[src/rtl/pc_ctrl_if.sv]
// Bus between the core and the program-counter unit: flow-control inputs in, PC/RAS state out.
interface pc_ctrl_if #(
    parameter int unsigned ADDR_W = 32
);
    logic              stall;
    logic [2:0]        npc_sel;
    logic [2:0]        br_type;
    logic [31:0]       rs_val;
    logic [31:0]       rt_val;
    logic [25:0]       imm26;
    logic [31:0]       ext;
    logic [ADDR_W-1:0] ra;

    logic [ADDR_W-1:0] pc;
    logic [ADDR_W-1:0] pc4;
    logic [ADDR_W-1:0] npc;
    logic              br_taken;
    logic              misalign;
    logic [ADDR_W-1:0] ras_top;
    logic              ras_empty;
    logic              ret_mispred;

    // Core side: drives control and operands, observes the PC unit.
    modport master (
        output stall, npc_sel, br_type, rs_val, rt_val, imm26, ext, ra,
        input  pc, pc4, npc, br_taken, misalign, ras_top, ras_empty, ret_mispred
    );

    // PC unit side.
    modport slave (
        input  stall, npc_sel, br_type, rs_val, rt_val, imm26, ext, ra,
        output pc, pc4, npc, br_taken, misalign, ras_top, ras_empty, ret_mispred
    );
endinterface

[src/rtl/pc_ctrl.sv]
// Program-counter unit: PC register, next-PC selection, branch evaluation and a
// circular return-address stack that predicts `jr $31` targets.
// Optional macro PC_CTRL_RAS_STATS_EN adds saturating ret / ret-miss counters.
module pc_ctrl #(
    parameter int unsigned       ADDR_W    = 32,
    parameter logic [ADDR_W-1:0] RESET_PC  = ADDR_W'(32'h0000_3000),
    parameter int unsigned       RAS_DEPTH = 4,
    parameter int unsigned       RAS_PTR_W = 2
) (
    input  logic        clk,
    input  logic        reset,
    pc_ctrl_if.slave    bus
`ifdef PC_CTRL_RAS_STATS_EN
    ,
    output logic [31:0] ret_cnt,
    output logic [31:0] ret_miss_cnt
`endif
);
    localparam int unsigned CNT_W = RAS_PTR_W + 1;

    localparam logic [2:0] SEL_BR   = 3'b001;
    localparam logic [2:0] SEL_J    = 3'b010;
    localparam logic [2:0] SEL_JAL  = 3'b011;
    localparam logic [2:0] SEL_JR   = 3'b100;
    localparam logic [2:0] SEL_RET  = 3'b101;
    localparam logic [2:0] SEL_JALR = 3'b110;

    logic [ADDR_W-1:0] pc_q;
    logic [ADDR_W-1:0] ras_mem [RAS_DEPTH];
    logic [RAS_PTR_W-1:0] ras_ptr;
    logic [CNT_W-1:0]  ras_cnt;

    logic [ADDR_W-1:0] pc4;
    logic [ADDR_W-1:0] br_off;
    logic [ADDR_W-1:0] jmp_tgt;
    logic [ADDR_W-1:0] npc;
    logic [ADDR_W-1:0] top;
    logic              cond;
    logic              rs_zero;
    logic              rs_neg;
    logic              empty;
    logic              mispred;
    logic              push;
    logic              pop;

    assign pc4     = pc_q + ADDR_W'(4);
    assign br_off  = ADDR_W'({{ADDR_W{bus.ext[31]}}, bus.ext} << 2);
    assign rs_zero = (bus.rs_val == 32'd0);
    assign rs_neg  = bus.rs_val[31];

    // Branch condition for the selected br_type; unknown encodings never take.
    always_comb begin
        cond = 1'b0;
        case (bus.br_type)
            3'b000:  cond = (bus.rs_val == bus.rt_val);
            3'b001:  cond = (bus.rs_val != bus.rt_val);
            3'b010:  cond = rs_neg | rs_zero;
            3'b011:  cond = ~rs_neg & ~rs_zero;
            3'b100:  cond = rs_neg;
            3'b101:  cond = ~rs_neg;
            default: cond = 1'b0;
        endcase
    end

    // Next-PC select; register targets always come from ra, the RAS only predicts.
    always_comb begin
        npc           = pc4;
        jmp_tgt       = pc_q;
        jmp_tgt[27:0] = {bus.imm26, 2'b00};
        case (bus.npc_sel)
            SEL_BR:                   npc = cond ? (pc4 + br_off) : pc4;
            SEL_J, SEL_JAL:           npc = jmp_tgt;
            SEL_JR, SEL_RET, SEL_JALR: npc = bus.ra;
            default:                  npc = pc4;
        endcase
    end

    assign empty   = (ras_cnt == CNT_W'(0));
    assign top     = empty ? '0 : ras_mem[ras_ptr - RAS_PTR_W'(1)];
    assign mispred = (bus.npc_sel == SEL_RET) && (empty || (top != bus.ra));
    assign push    = ~bus.stall && ((bus.npc_sel == SEL_JAL) || (bus.npc_sel == SEL_JALR));
    assign pop     = ~bus.stall && (bus.npc_sel == SEL_RET) && ~empty;

    assign bus.pc          = pc_q;
    assign bus.pc4         = pc4;
    assign bus.npc         = npc;
    assign bus.br_taken    = cond && (bus.npc_sel == SEL_BR);
    assign bus.misalign    = |npc[1:0];
    assign bus.ras_top     = top;
    assign bus.ras_empty   = empty;
    assign bus.ret_mispred = mispred;

    // PC register and RAS state; a full push overwrites the oldest entry.
    always_ff @(posedge clk or posedge reset) begin
        if (reset) begin
            pc_q    <= RESET_PC;
            ras_ptr <= '0;
            ras_cnt <= '0;
            for (int i = 0; i < int'(RAS_DEPTH); i++) begin
                ras_mem[i] <= '0;
            end
        end else if (!bus.stall) begin
            pc_q <= npc;
            if (push) begin
                ras_mem[ras_ptr] <= pc4;
                ras_ptr          <= ras_ptr + RAS_PTR_W'(1);
                if (ras_cnt != CNT_W'(RAS_DEPTH)) begin
                    ras_cnt <= ras_cnt + CNT_W'(1);
                end
            end else if (pop) begin
                ras_ptr <= ras_ptr - RAS_PTR_W'(1);
                ras_cnt <= ras_cnt - CNT_W'(1);
            end
        end
    end

`ifdef PC_CTRL_RAS_STATS_EN
    // Saturating counts of executed returns and of mispredicted returns.
    always_ff @(posedge clk or posedge reset) begin
        if (reset) begin
            ret_cnt      <= 32'd0;
            ret_miss_cnt <= 32'd0;
        end else if (!bus.stall && (bus.npc_sel == SEL_RET)) begin
            if (ret_cnt != 32'hFFFF_FFFF) begin
                ret_cnt <= ret_cnt + 32'd1;
            end
            if (mispred && (ret_miss_cnt != 32'hFFFF_FFFF)) begin
                ret_miss_cnt <= ret_miss_cnt + 32'd1;
            end
        end
    end
`endif
endmodule

[src/flat_wrapper.sv]
// flat-port wrapper written by rule: the top's interface ports become plain ports
module pc_ctrl_flat 
#(
    parameter int unsigned       ADDR_W    = 32,
    parameter logic [ADDR_W-1:0] RESET_PC  = ADDR_W'(32'h0000_3000),
    parameter int unsigned       RAS_DEPTH = 4,
    parameter int unsigned       RAS_PTR_W = 2
)
  (clk, reset, bus_stall, bus_npc_sel, bus_br_type, bus_rs_val, bus_rt_val, bus_imm26, bus_ext, bus_ra, bus_pc, bus_pc4, bus_npc, bus_br_taken, bus_misalign, bus_ras_top, bus_ras_empty, bus_ret_mispred);
  pc_ctrl_if #(.ADDR_W(ADDR_W)) bus_i ();
  input  logic clk;
  input  logic reset;
  input wire logic [$bits(bus_i.stall)-1:0] bus_stall;
  input wire logic [$bits(bus_i.npc_sel)-1:0] bus_npc_sel;
  input wire logic [$bits(bus_i.br_type)-1:0] bus_br_type;
  input wire logic [$bits(bus_i.rs_val)-1:0] bus_rs_val;
  input wire logic [$bits(bus_i.rt_val)-1:0] bus_rt_val;
  input wire logic [$bits(bus_i.imm26)-1:0] bus_imm26;
  input wire logic [$bits(bus_i.ext)-1:0] bus_ext;
  input wire logic [$bits(bus_i.ra)-1:0] bus_ra;
  output wire logic [$bits(bus_i.pc)-1:0] bus_pc;
  output wire logic [$bits(bus_i.pc4)-1:0] bus_pc4;
  output wire logic [$bits(bus_i.npc)-1:0] bus_npc;
  output wire logic [$bits(bus_i.br_taken)-1:0] bus_br_taken;
  output wire logic [$bits(bus_i.misalign)-1:0] bus_misalign;
  output wire logic [$bits(bus_i.ras_top)-1:0] bus_ras_top;
  output wire logic [$bits(bus_i.ras_empty)-1:0] bus_ras_empty;
  output wire logic [$bits(bus_i.ret_mispred)-1:0] bus_ret_mispred;
  assign bus_i.stall = bus_stall;
  assign bus_i.npc_sel = bus_npc_sel;
  assign bus_i.br_type = bus_br_type;
  assign bus_i.rs_val = bus_rs_val;
  assign bus_i.rt_val = bus_rt_val;
  assign bus_i.imm26 = bus_imm26;
  assign bus_i.ext = bus_ext;
  assign bus_i.ra = bus_ra;
  assign bus_pc = bus_i.pc;
  assign bus_pc4 = bus_i.pc4;
  assign bus_npc = bus_i.npc;
  assign bus_br_taken = bus_i.br_taken;
  assign bus_misalign = bus_i.misalign;
  assign bus_ras_top = bus_i.ras_top;
  assign bus_ras_empty = bus_i.ras_empty;
  assign bus_ret_mispred = bus_i.ret_mispred;
  pc_ctrl #(.ADDR_W(ADDR_W), .RESET_PC(RESET_PC), .RAS_DEPTH(RAS_DEPTH), .RAS_PTR_W(RAS_PTR_W)) u_core (.clk(clk), .reset(reset), .bus(bus_i));
endmodule
[config.mk]
export PLATFORM = sky130hd
export DESIGN_NAME = pc_ctrl_flat
export DESIGN_NICKNAME = d
export VERILOG_FILES = /design/src/rtl/pc_ctrl_if.sv /design/src/rtl/pc_ctrl.sv /design/src/flat_wrapper.sv
export SDC_FILE = /design/constraint.sdc
export NUM_CORES = 1
export LEC_CHECK = 0
export ABC_AREA = 1
export CORE_MARGIN = 2
export CORE_UTILIZATION = 56
export DETAILED_ROUTE_END_ITERATION = 10
export PLACE_DENSITY = 0.88
export SYNTH_ARGS = -nofsm -noshare
export SYNTH_HDL_FRONTEND = slang
export SYNTH_SLANG_ARGS = --single-unit
export TNS_END_PERCENT = 10
[constraint.sdc]
create_clock -name clk -period 17.1 [get_ports clk]
set_input_delay 3.42 -clock clk [delete_from_list [all_inputs] [get_ports clk]]
set_output_delay 3.42 -clock clk [all_outputs]
set_load 0.01 [all_outputs]
### After elaboration in Yosys (flattened, before gate mapping)

Index checks and enable logic that the tools add are counted.

* input port bits: 163
* bits in registers: 165

* bitwise gates (word level): 8
* $add $sub $neg: 6
* eq/ne operators: 16
* reductions and logical operators: 18
* muxes and demuxes: 15
* order comparisons: 3

Operators with widths (number)
* $mux W32: 5
* $bwmux W128: 1
* $pmux W32 S3: 1
* $bmux W32 S2: 1
* $demux W32 S2: 1
* $ne A32 B32 Y1: 2
* $add A32 B3 Y32 const B: 1
* $add A32 B32 Y32: 1
* $eq A32 B32 Y1: 1
* $logic_not A32 Y1: 1
* $eq A3 B3 Y1 const B: 5
* $eq A3 B2 Y1 const B: 4
* $mux W3: 3
* $eq A3 B1 Y1 const B: 2
* $ge A3 B3 Y1 const B: 2
* $logic_and A1 B1 Y1: 6
* $logic_not A3 Y1: 2
* $not A2 Y3: 2
* $pmux W1 S6: 1
* $mux W2: 2
* $not A1 Y1: 4
* $reduce_and A2 Y1: 2
* $reduce_or A2 Y1: 2
* $add A3 B1 Y3 const B: 1
* 12 further kinds: 13

### Depth between registers and ports, before layout

Gate-level depths: netlist of run 1.

* depth in word-level cells: 9
* depth in mapped cells: 24

### Worst setup path after synthesis of run 1

Ideal clock, no wire load.

* path type: in2out
* start: input bus_ext[0]
* end: output bus_npc[18]
* stages: 12
* path slack: 8627 ps
* arrival: 5053 ps
* path buffers: 0
* path through: ha_1 inv_1 fa_1 inv_1 nand3_1 nand3_1 a21oi_1 o21ai_0 xor2_1 nand3_1 nand3_1 and2_1

* word-level cells in the longest chain between the ends: 3

RTL lines
* start: declaration: RTL line flat_wrapper.sv:19 `input wire logic [$bits(bus_i.ext)-1:0] bus_ext;`
* $add A32 B32 Y32: RTL line pc_ctrl.sv:71 `SEL_BR: npc = cond ? (pc4 + br_off) : pc4;`
* $mux W32: RTL line pc_ctrl.sv:71
* $pmux W32 S3: RTL line pc_ctrl.sv:70 `case (bus.npc_sel)`
* end: declaration: RTL line flat_wrapper.sv:23 `output wire logic [$bits(bus_i.npc)-1:0] bus_npc;`

Every way passes these cells.

### Final worst setup path of run 1

* start: input bus_rs_val[25]
* end: output bus_npc[11]

* word-level cells in the longest chain between the ends: 6
* elaborated cells between the ends (all ways): 9

RTL lines
* start: declaration: RTL line flat_wrapper.sv:16 `input wire logic [$bits(bus_i.rs_val)-1:0] bus_rs_val;`
* $logic_not A32 Y1: RTL line pc_ctrl.sv:48 `assign rs_zero = (bus.rs_val == 32'd0);`
* $not A1 Y1: RTL line pc_ctrl.sv:58 `3'b011: cond = ~rs_neg & ~rs_zero;`
* $and A1 B1 Y1: RTL line pc_ctrl.sv:58
* $pmux W1 S6 (*): RTL line pc_ctrl.sv:54 `case (bus.br_type)`
* $mux W32 (*): RTL line pc_ctrl.sv:71
* $pmux W32 S3 (*): RTL line pc_ctrl.sv:70

Every way passes the cells marked *; elsewhere a longest branch is shown, timed or not.

==> impl_metrics.ini, run 1 <==
[sta]
setup-violations-final = 0
finalHoldViolCount = 0
skew_ps = 13.8
layout_min_cycle_time_ps = 10540
rsz0062_at_grt = false
tns_ps = 0
min_period_over_period_pct = 61.6
slew_headroom_pct = 28.8
worst_pin_slew_ps = 1070
drv_slew = 0
fmax_mhz = 94.9

[setup_path]
cp.required_ps = 13680
cp-end-kind = output pin
arrival_ps = 7120
crit_fanout = 30
cp-start-kind = input port
path_class = input port to output pin

[synthesis]
syn_area_per_cell_sq_um = 6.53
yosysSeqAreaShare_pct = 32.3
syn_area_sq_um = 12800
synthTopCellsByArea = dfrtp_1 (32%), nand2_1 (17%), o21ai_0 (7.7%), inv_1 (6.6%), nor2_1 (6.2%)
synth.distinct_cells = 50
yosysTopAreaCell = dfrtp_1
yosys_warnings = 0
syn_nets = 2161
synth_edf_count = 0
ys.flop_type = dfrtp_1
netlist_instances = 1958
netlist.area_leader.share_pct = 31.9
synthArstFlopShare_pct = 100
ys_ff_latch = 165

[cells_and_area]
layout_commonest_cell = nand2_1
final_util_pct = 72.9
fin_nets = 2409
area_growth_pct = 28.4
drive_above_1_share_pct = 4.55
n_fill_cell = 1853
diodes = 0
layout_common_cells = nand2_1 (587), clkdlybuf4s50_1 (292), inv_1 (225)
final_cells = 2504

[grt]
antenna_found_initial = 1
grt_pass1_vias = 13760
grt_start_max_net_pins = 84
grt_pass1_wl_um = 73800
grt_overflow = 0
grt_usage_pct = 39.6

[placement]
post-dp-hpwl_um = 35500
dp.cells = 2472
place_congestion = 1.07
io_buffer_count = 292

[power_and_ir_drop]
p_switching_uw = 1130
sw_frac_of_total_pct = 45.8
combPwrFrac_pct = 58.3
ir_worst_vdd_mv = 0.0952
leakage_uw = 0.00801
power_frac_seq_pct = 26.6
p_int_uw = 1330
clockPowerShare_pct = 15.1
power_per_cell_area_nw_per_um2 = 150
power.total_uw = 2460

[clocking]
clk_latency_ps = 440
numCtsBuffers = 17
clockBufferDepth = 2
cts-root-buf = clkbuf_16
hold_buffers = 0
cts_tree = built
post_cts_buffers = 0
cts_sinks = 165
clkTransAtPathRegs_ps = 70
cts_max_level = 4
cts_resized = 0

[route]
routed-via-count = 14422
met3_length_um = 4830
drt-pass1-iter-count = 6
wl_met1_um = 18400
top_layer = met5
via_per_inst = 5.76
wirelength_um = 47400
drt_iter0_markers = 1810
ant_nets = 0
wire_per_inst_um = 18.9
wl_met2_um = 21800
drc = 0

[die]
core_area_sq_um = 22500
die_area_sq_um = 24100
core.rowCount = 55
initial_core_util_pct = 56.8
die_w_um = 155
ioPinCount = 295
die_h_um = 155

[job]
cap_violations = 0

[min_path]
hold_class = flip-flop to flip-flop

[outcome]
outcome = complete, no violations
-- flip-flops by register name, indices dropped and copies added, names as in the netlist --
| name | flops |
|---|---|
| u_core.ras_mem | 128 |
| u_core.bus.pc | 32 |
| u_core.ras_cnt | 3 |
| u_core.ras_ptr | 2 |
-- stage by stage --
step | hold slack, ps | instance area, sq um | worst slack, ps
after CTS | 478 | 16400 | 6680
after global routing | 501 | 16400 | 6330
final | 479 | 16400 | 6560
after detailed placement | 460 | 15800 | 6710
after floorplan | 444 | 12800 | 8630
after global placement | 456 | 15800 | 6800
-- final cells by class --
type                            count  area (sq um)  area share (%)
Clock buffer                       19           443            2.70
Clock inverter                     13           124           0.755
Inverter                          238           903            5.50
Multi-Input combinational cell   1477          7420            45.2
Sequential cell                   165          4130            25.2
Tap cell                          285           357            2.17
Timing Repair Buffer              307          3040            18.5
-- final timing paths --
check                                          from                   to  slack (ps)  cells after the start
worst max-delay path                 bus_rs_val[25]          bus_npc[11]        6560                     13
worst min-delay path            u_core.ras_mem[112]  u_core.ras_mem[112]         480                      2
worst max register to register     u_core.bus.pc[2]    u_core.bus.pc[22]       12870                     18
worst min register to register  u_core.ras_mem[112]  u_core.ras_mem[112]         480                      2
max in group asynchronous                     reset  u_core.ras_mem[127]       12030                      3
min in group asynchronous                     reset    u_core.ras_mem[2]        3490                      2
-- worst max-delay path: stages --
cell and delay, ps:
clkdlybuf4s50_1 500, nor2_1 160, nand4_1 110, nor2_1 160
nand2_1 100, nand3_1 80, nand2_1 80, nor2_4 580
nand2_1 740, nand3_1 330, nand3_1 140, and2_1 220
clkdlybuf4s50_1 500
-- synthesized netlist by cell type (24+ instances only) --
| cell | number |
|---|---|
| a211oi_1 | 24 |
| a21oi_1 | 49 |
| and2_1 | 25 |
| buf_2 | 30 |
| clkbuf_1 | 44 |
| dfrtp_1 | 163 |
| ha_1 | 38 |
| inv_1 | 226 |
| nand2_1 | 588 |
| nand3_1 | 131 |
| nand4_1 | 40 |
| nor2_1 | 212 |
| o21ai_0 | 196 |
| xnor2_1 | 37 |
| xor2_1 | 35 |
-- per-layer routing --
metal,vias up,GRT usage (%)
met5,-,0
met4,2,18.0
met3,160,6.82
met2,847,64.2
met1,6656,52.2
li1,6757,-
-- kinds of logic after synthesis --
kind of cell	count (synthesis)	synth area share, %
simple gates	1051	35.1
buf+inv	316	9.70
compound gates	308	13.1
flops	165	32.3
xor+xnor	77	5.57
fa+ha+maj	40	4.03
mux	1	0.0881
-- power groups by stage --
stage	Combinational, uW	Clock (uW)	Sequential (uW)
floorplan	821	0	635
global placement	1370	0	647
detailed placement	1390	0	655
CTS	1410	370	652
global route	1570	391	672
finish	1430	372	656
(Power assumes the default switching activity.)
==> run 2: changes to the inputs <==
--- a/config.mk
+++ b/config.mk
@@ -7,9 +7,9 @@
 export LEC_CHECK = 0
 export ABC_AREA = 1
 export CORE_MARGIN = 2
-export CORE_UTILIZATION = 56
+export CORE_UTILIZATION = 47
 export DETAILED_ROUTE_END_ITERATION = 10
-export PLACE_DENSITY = 0.88
+export PLACE_DENSITY = 0.79
 export SYNTH_ARGS = -nofsm -noshare
 export SYNTH_HDL_FRONTEND = slang
 export SYNTH_SLANG_ARGS = --single-unit
==> constraint.sdc (replaced) <==
create_clock -name clk -period 8.9 [get_ports clk]
set_input_delay 1.78 -clock clk [delete_from_list [all_inputs] [get_ports clk]]
set_output_delay 1.78 -clock clk [all_outputs]
set_load 0.01 [all_outputs]
==> run 2 against run 1 <==
Combinational power grew 94%. Via count grew 0.36%. Global-route usage shrank 5.5 points. Critical path type is now flip-flop to output pin. Largest cell class unchanged.
==> impl_metrics.ini, run 2 (synthesized netlist as in run 1, its figures left out) <==
[sta]
worst_pin_slew_ps = 1050
setup-violations-final = 0
tns_ps = 0
fmax_mhz = 141
slew_headroom_pct = 30.1
min_period_over_period_pct = 79.8
rsz0062_at_grt = false
layout_min_cycle_time_ps = 7100
drv_slew = 0
finalHoldViolCount = 0
skew_ps = 16.1

[route]
wirelength_um = 49300
drt_iter0_markers = 1746
routed-via-count = 14474
via_per_inst = 5.65
wire_per_inst_um = 19.2
ant_nets = 0
drt-pass1-iter-count = 6
drc = 0

[setup_path]
cp.required_ps = 7120
worstReg2RegStart = u_core.bus.pc[2]
r2r_cells = 19
crit_fanout = 10
cp-start-kind = flip-flop
path_class = flip-flop to output pin
r2r-end = u_core.bus.pc[23]
ff2ff_setup_slack_ps = 4500
cp-end-kind = output pin
arrival_ps = 5320

[clocking]
cts_resized = 0
numCtsBuffers = 17
cts-root-buf = clkbuf_16
clkTransAtPathRegs_ps = 70
hold_buffers = 0
cts_max_level = 4
cts_tree = built
clk_latency_ps = 440
post_cts_buffers = 0
cts_sinks = 165
clockBufferDepth = 2

[die]
die_h_um = 169
die_area_sq_um = 28500
initial_core_util_pct = 47.7
core.rowCount = 60
die_w_um = 169
ioPinCount = 295
core_area_sq_um = 26800

[grt]
grt_overflow = 0
grt_usage_pct = 34.1
grt_pass1_vias = 13486
antenna_found_initial = 0
grt_pass1_wl_um = 75400
grt_start_max_net_pins = 109

[cells_and_area]
largest_register = u_core.ras_mem
n_fill_cell = 2488
final_util_pct = 61.8
diodes = 0
layout_commonest_cell = nand2_1
largest_reg_flops = 128
drive_above_1_share_pct = 4.73
fin_nets = 2412
area_growth_pct = 29.5
layout_common_cells = nand2_1 (587), clkdlybuf4s50_1 (292), inv_1 (225)

[power_and_ir_drop]
clockPowerShare_pct = 16.3
leakage_uw = 0.00805
power_per_cell_area_nw_per_um2 = 291
ir_worst_vdd_mv = 0.203
sw_frac_of_total_pct = 45.7
p_switching_uw = 2200
power_frac_seq_pct = 26.3
combPwrFrac_pct = 57.4
p_int_uw = 2620

[outcome]
outcome = complete, no violations

[placement]
post-dp-hpwl_um = 37200
place_congestion = 0.984
io_buffer_count = 292

[job]
cap_violations = 0

[min_path]
min_from = u_core.ras_mem[28]
holdPathEnd = u_core.ras_mem[28]
hold_class = flip-flop to flip-flop
min_path_cells = 2
## run 2: changes by cell type in the layout (fill, tap and decap cells not counted)
cell and change:
buf_4 +3, bufinv_16 +2, clkbuf_1 -1, clkbuf_8 -1, clkinv_2 -2, clkinvlp_4 -1
inv_6 +4, inv_8 -1
## run 2: metrics by stage
stage | setup slack, ps | area, sq um | total power (uW) | hold WS [ps] | cells
floorplan | 2660 | 12800 | 2800 | 444 | 1958
CTS | 1900 | 16600 | 4770 | 477 | 2563
detailed placement | 2160 | 15900 | 3970 | 460 | 2531
global route | 1520 | 16600 | 5130 | 495 | 2563
global placement | 2140 | 15900 | 3900 | 457 | 2531
finish | 1800 | 16600 | 4810 | 477 | 2563
## run 2: layout make-up
type	instances	area, sq um	share of cell area, %
clock inverter	15	190	1.15
timing repair buffer	310	3060	18.5
tap	341	427	2.58
sequential	165	4130	25.0
inverter	238	903	5.46
clock buffer	17	425	2.57
multi-input combinational	1477	7420	44.8
## run 2: power groups by stage
| stage | logic (uW) | registers, uW | clock network (uW) |
|---|---|---|---|
| after floorplan | 1580 | 1220 | 0 |
| after global placement | 2650 | 1250 | 0 |
| after detailed placement | 2700 | 1260 | 0 |
| after CTS | 2730 | 1260 | 783 |
| after global routing | 3020 | 1290 | 816 |
| final | 2770 | 1260 | 784 |
## run 2: how the worst max path moves through the flow
stage                            end  cells past startpoint  slack [ps]        startpoint
floorplan           u_core.bus.pc[0]                      1        2660             reset
global placement         bus_npc[18]                      9        2140    bus_npc_sel[2]
detailed placement       bus_npc[18]                      9        2160    bus_npc_sel[2]
CTS                      bus_npc[20]                     17        1900  u_core.bus.pc[2]
global route             bus_npc[20]                     17        1520  u_core.bus.pc[2]
finish                   bus_npc[23]                     18        1800  u_core.bus.pc[2]
## run 2: per-layer routing
metal  global-route usage, %  vias to the layer above  part of all wire (%)
li1                        -                     6768                     -
met3                    5.03                      117                   8.6
met1                    46.2                     6790                    41
met4                    13.4                        0                   3.9
met2                    55.3                      799                    47
met5                       0                        -                     0
## run 2: critical path: stages (launching register included)
cell,delay [ps]
dfrtp_1,640
ha_1,250
nand2_1,110
nor2_1,390
nand2_1,180
xor2_1,600
inv_1,220
ha_1,390
a21oi_1,290
nand2_1,120
a21oi_1,140
nand2_1,210
nand2_1,150
nand3_1,70
nand2_1,90
nand3_1,140
nand3_1,170
and2_1,140
clkdlybuf4s50_1,560
==> run 3: changes to the inputs <==
==> constraint.sdc (replaced) <==
create_clock -name clk -period 6.25 [get_ports clk]
set_input_delay 1.25 -clock clk [delete_from_list [all_inputs] [get_ports clk]]
set_output_delay 1.25 -clock clk [all_outputs]
set_load 0.01 [all_outputs]
==> run 3 against run 2 <==
Non-clock buffer count rose by 21. Clock skew barely moved. Clock power rose by 38%. Setup slack got worse by 1600 ps. Register-to-register slack got worse by 2200 ps. Total power rose by 42%. Routed wire length rose by 0.58%. Critical path type unchanged.
==> impl_metrics.ini, run 3 (synthesized netlist as in run 1, its figures left out) <==
[power_and_ir_drop]
p_switching_uw = 3110
sw_frac_of_total_pct = 45.5
clockPowerShare_pct = 15.8
leakage_uw = 0.00815
p_int_uw = 3730
power_per_cell_area_nw_per_um2 = 409
power_frac_seq_pct = 26.3
ir_worst_vdd_mv = 0.363
combPwrFrac_pct = 57.9
power.total_uw = 6840

[sta]
drv_slew = 0
setup-violations-final = 0
worst_pin_slew_ps = 902
timing.hold.ws_ps = 477
skew_ps = 16.4
fmax_mhz = 165
layout_min_cycle_time_ps = 6040
min_period_over_period_pct = 96.7
finalWorstSetupSlack_ps = 205
finalHoldViolCount = 0
tns_ps = 0
rsz0062_at_grt = false
slew_headroom_pct = 39.7

[clocking]
clk_latency_ps = 440
clkTransAtPathRegs_ps = 80
cts_tree = built
clockBufferDepth = 2
hold_buffers = 0
numCtsBuffers = 17
post_cts_buffers = 0
cts_max_level = 4
cts-root-buf = clkbuf_16
cts_sinks = 165

[die]
die_area_sq_um = 28500
ioPinCount = 295
die_w_um = 169
core.rowCount = 60
core_area_sq_um = 26800
initial_core_util_pct = 47.7
die_h_um = 169

[cells_and_area]
fin_nets = 2433
largest_reg_flops = 128
drive_above_1_share_pct = 5.75
final_cells = 2586
largest_register = u_core.ras_mem
layout_common_cells = nand2_1 (588), clkdlybuf4s50_1 (292), inv_1 (225)
layout_commonest_cell = nand2_1
area_growth_pct = 30.9

[placement]
io_buffer_count = 292
dp.cells = 2552
post-dp-hpwl_um = 38300
place_congestion = 0.972
place_ws_ps = 604

[grt]
antenna_found_initial = 3
grt_pass1_vias = 13752
grt_overflow = 0
grt_pass1_wl_um = 75700
grt_usage_pct = 34.4
grt_start_max_net_pins = 87

[route]
via_per_inst = 5.60
drc = 0
routed-via-count = 14484
drt-pass1-iter-count = 6
wl_met1_um = 19700
wl_met2_um = 22700
drt_iter0_markers = 1766
wirelength_um = 49500
ant_nets = 0
wire_per_inst_um = 19.2
met3_length_um = 4870
top_layer = met4

[setup_path]
arrival_ps = 4790
cp-start-kind = flip-flop
worstReg2RegStart = u_core.bus.pc[2]
worstSetupStartpoint = u_core.bus.pc[2]
cp.required_ps = 5000
path_class = flip-flop to output pin
crit_fanout = 10
cp-end-kind = output pin

[min_path]
min_from = u_core.ras_mem[19]
hold_class = flip-flop to flip-flop

[job]
cap_violations = 0

[outcome]
outcome = complete, no violations
-- run 3: critical path: stages, from the launching register on --
cell	delay, ps
dfrtp_2	500
ha_1	240
nand2_1	140
nor2_2	100
nand3_1	100
inv_1	60
or2_2	270
nand2_1	270
inv_1	160
ha_1	370
nand2_1	120
nor2_1	260
and3_1	200
nand2_1	50
nand2_1	230
nand2_1	110
nand2_1	70
nand2_1	50
nand2_1	80
nand3_1	140
nand3_1	140
and2_1	130
clkdlybuf4s50_1	570
-- run 3: layer usage --
| metal | vias to the layer above | track usage (%) |
|---|---|---|
| met4 | 0 | 15.0 |
| met1 | 6701 | 45.3 |
| met3 | 140 | 6.20 |
| li1 | 6806 | - |
| met5 | - | 0 |
| met2 | 837 | 55.6 |
-- run 3: layout make-up --
cell class	instances	area [sq um]
flip-flops and latches	165	4130
fillers	2433	10100
clock buffers	20	457
inverters	238	903
diodes	2	5.00
multi-input cells	1477	7440
well taps	341	427
repair buffers	331	3230
clock inverters	12	143
-- run 3: power groups by stage --
stage               logic [uW]  clock network [uW]  registers [uW]
global route              4350                1130            1840
detailed placement        3880                   0            1800
finish                    3960                1080            1800
global placement          3810                   0            1780
floorplan                 2250                   0            1740
CTS                       3910                1080            1790
-- run 3: repair_timing --
| item | in CTS | in global routing |
|---|---|---|
| hold endpoints to repair | 0 | 0 |
| gates resized for setup | 0 | 5 |
| setup endpoints to repair | 0 | 13 |
-- run 3: through the flow --
stage          util, %  cell area, sq um
3_3_place_gp      60.1             16100
3_5_place_dp      60.1             16100
4_1_cts           62.3             16700
5_1_grt           62.5             16700
6_report          62.5             16700
2_1_floorplan        -             12800
-- run 3: worst paths after layout --
path                       slack, ps                 end  depth (start not counted)
setup / recovery                 210         bus_npc[23]                         22
hold / removal                   480  u_core.ras_mem[19]                          2
setup reg to reg                2340   u_core.bus.pc[23]                         22
hold reg to reg                  480  u_core.ras_mem[19]                          2
max in group asynchronous       3800  u_core.ras_mem[97]                          3
min in group asynchronous       1350   u_core.ras_cnt[2]                          2
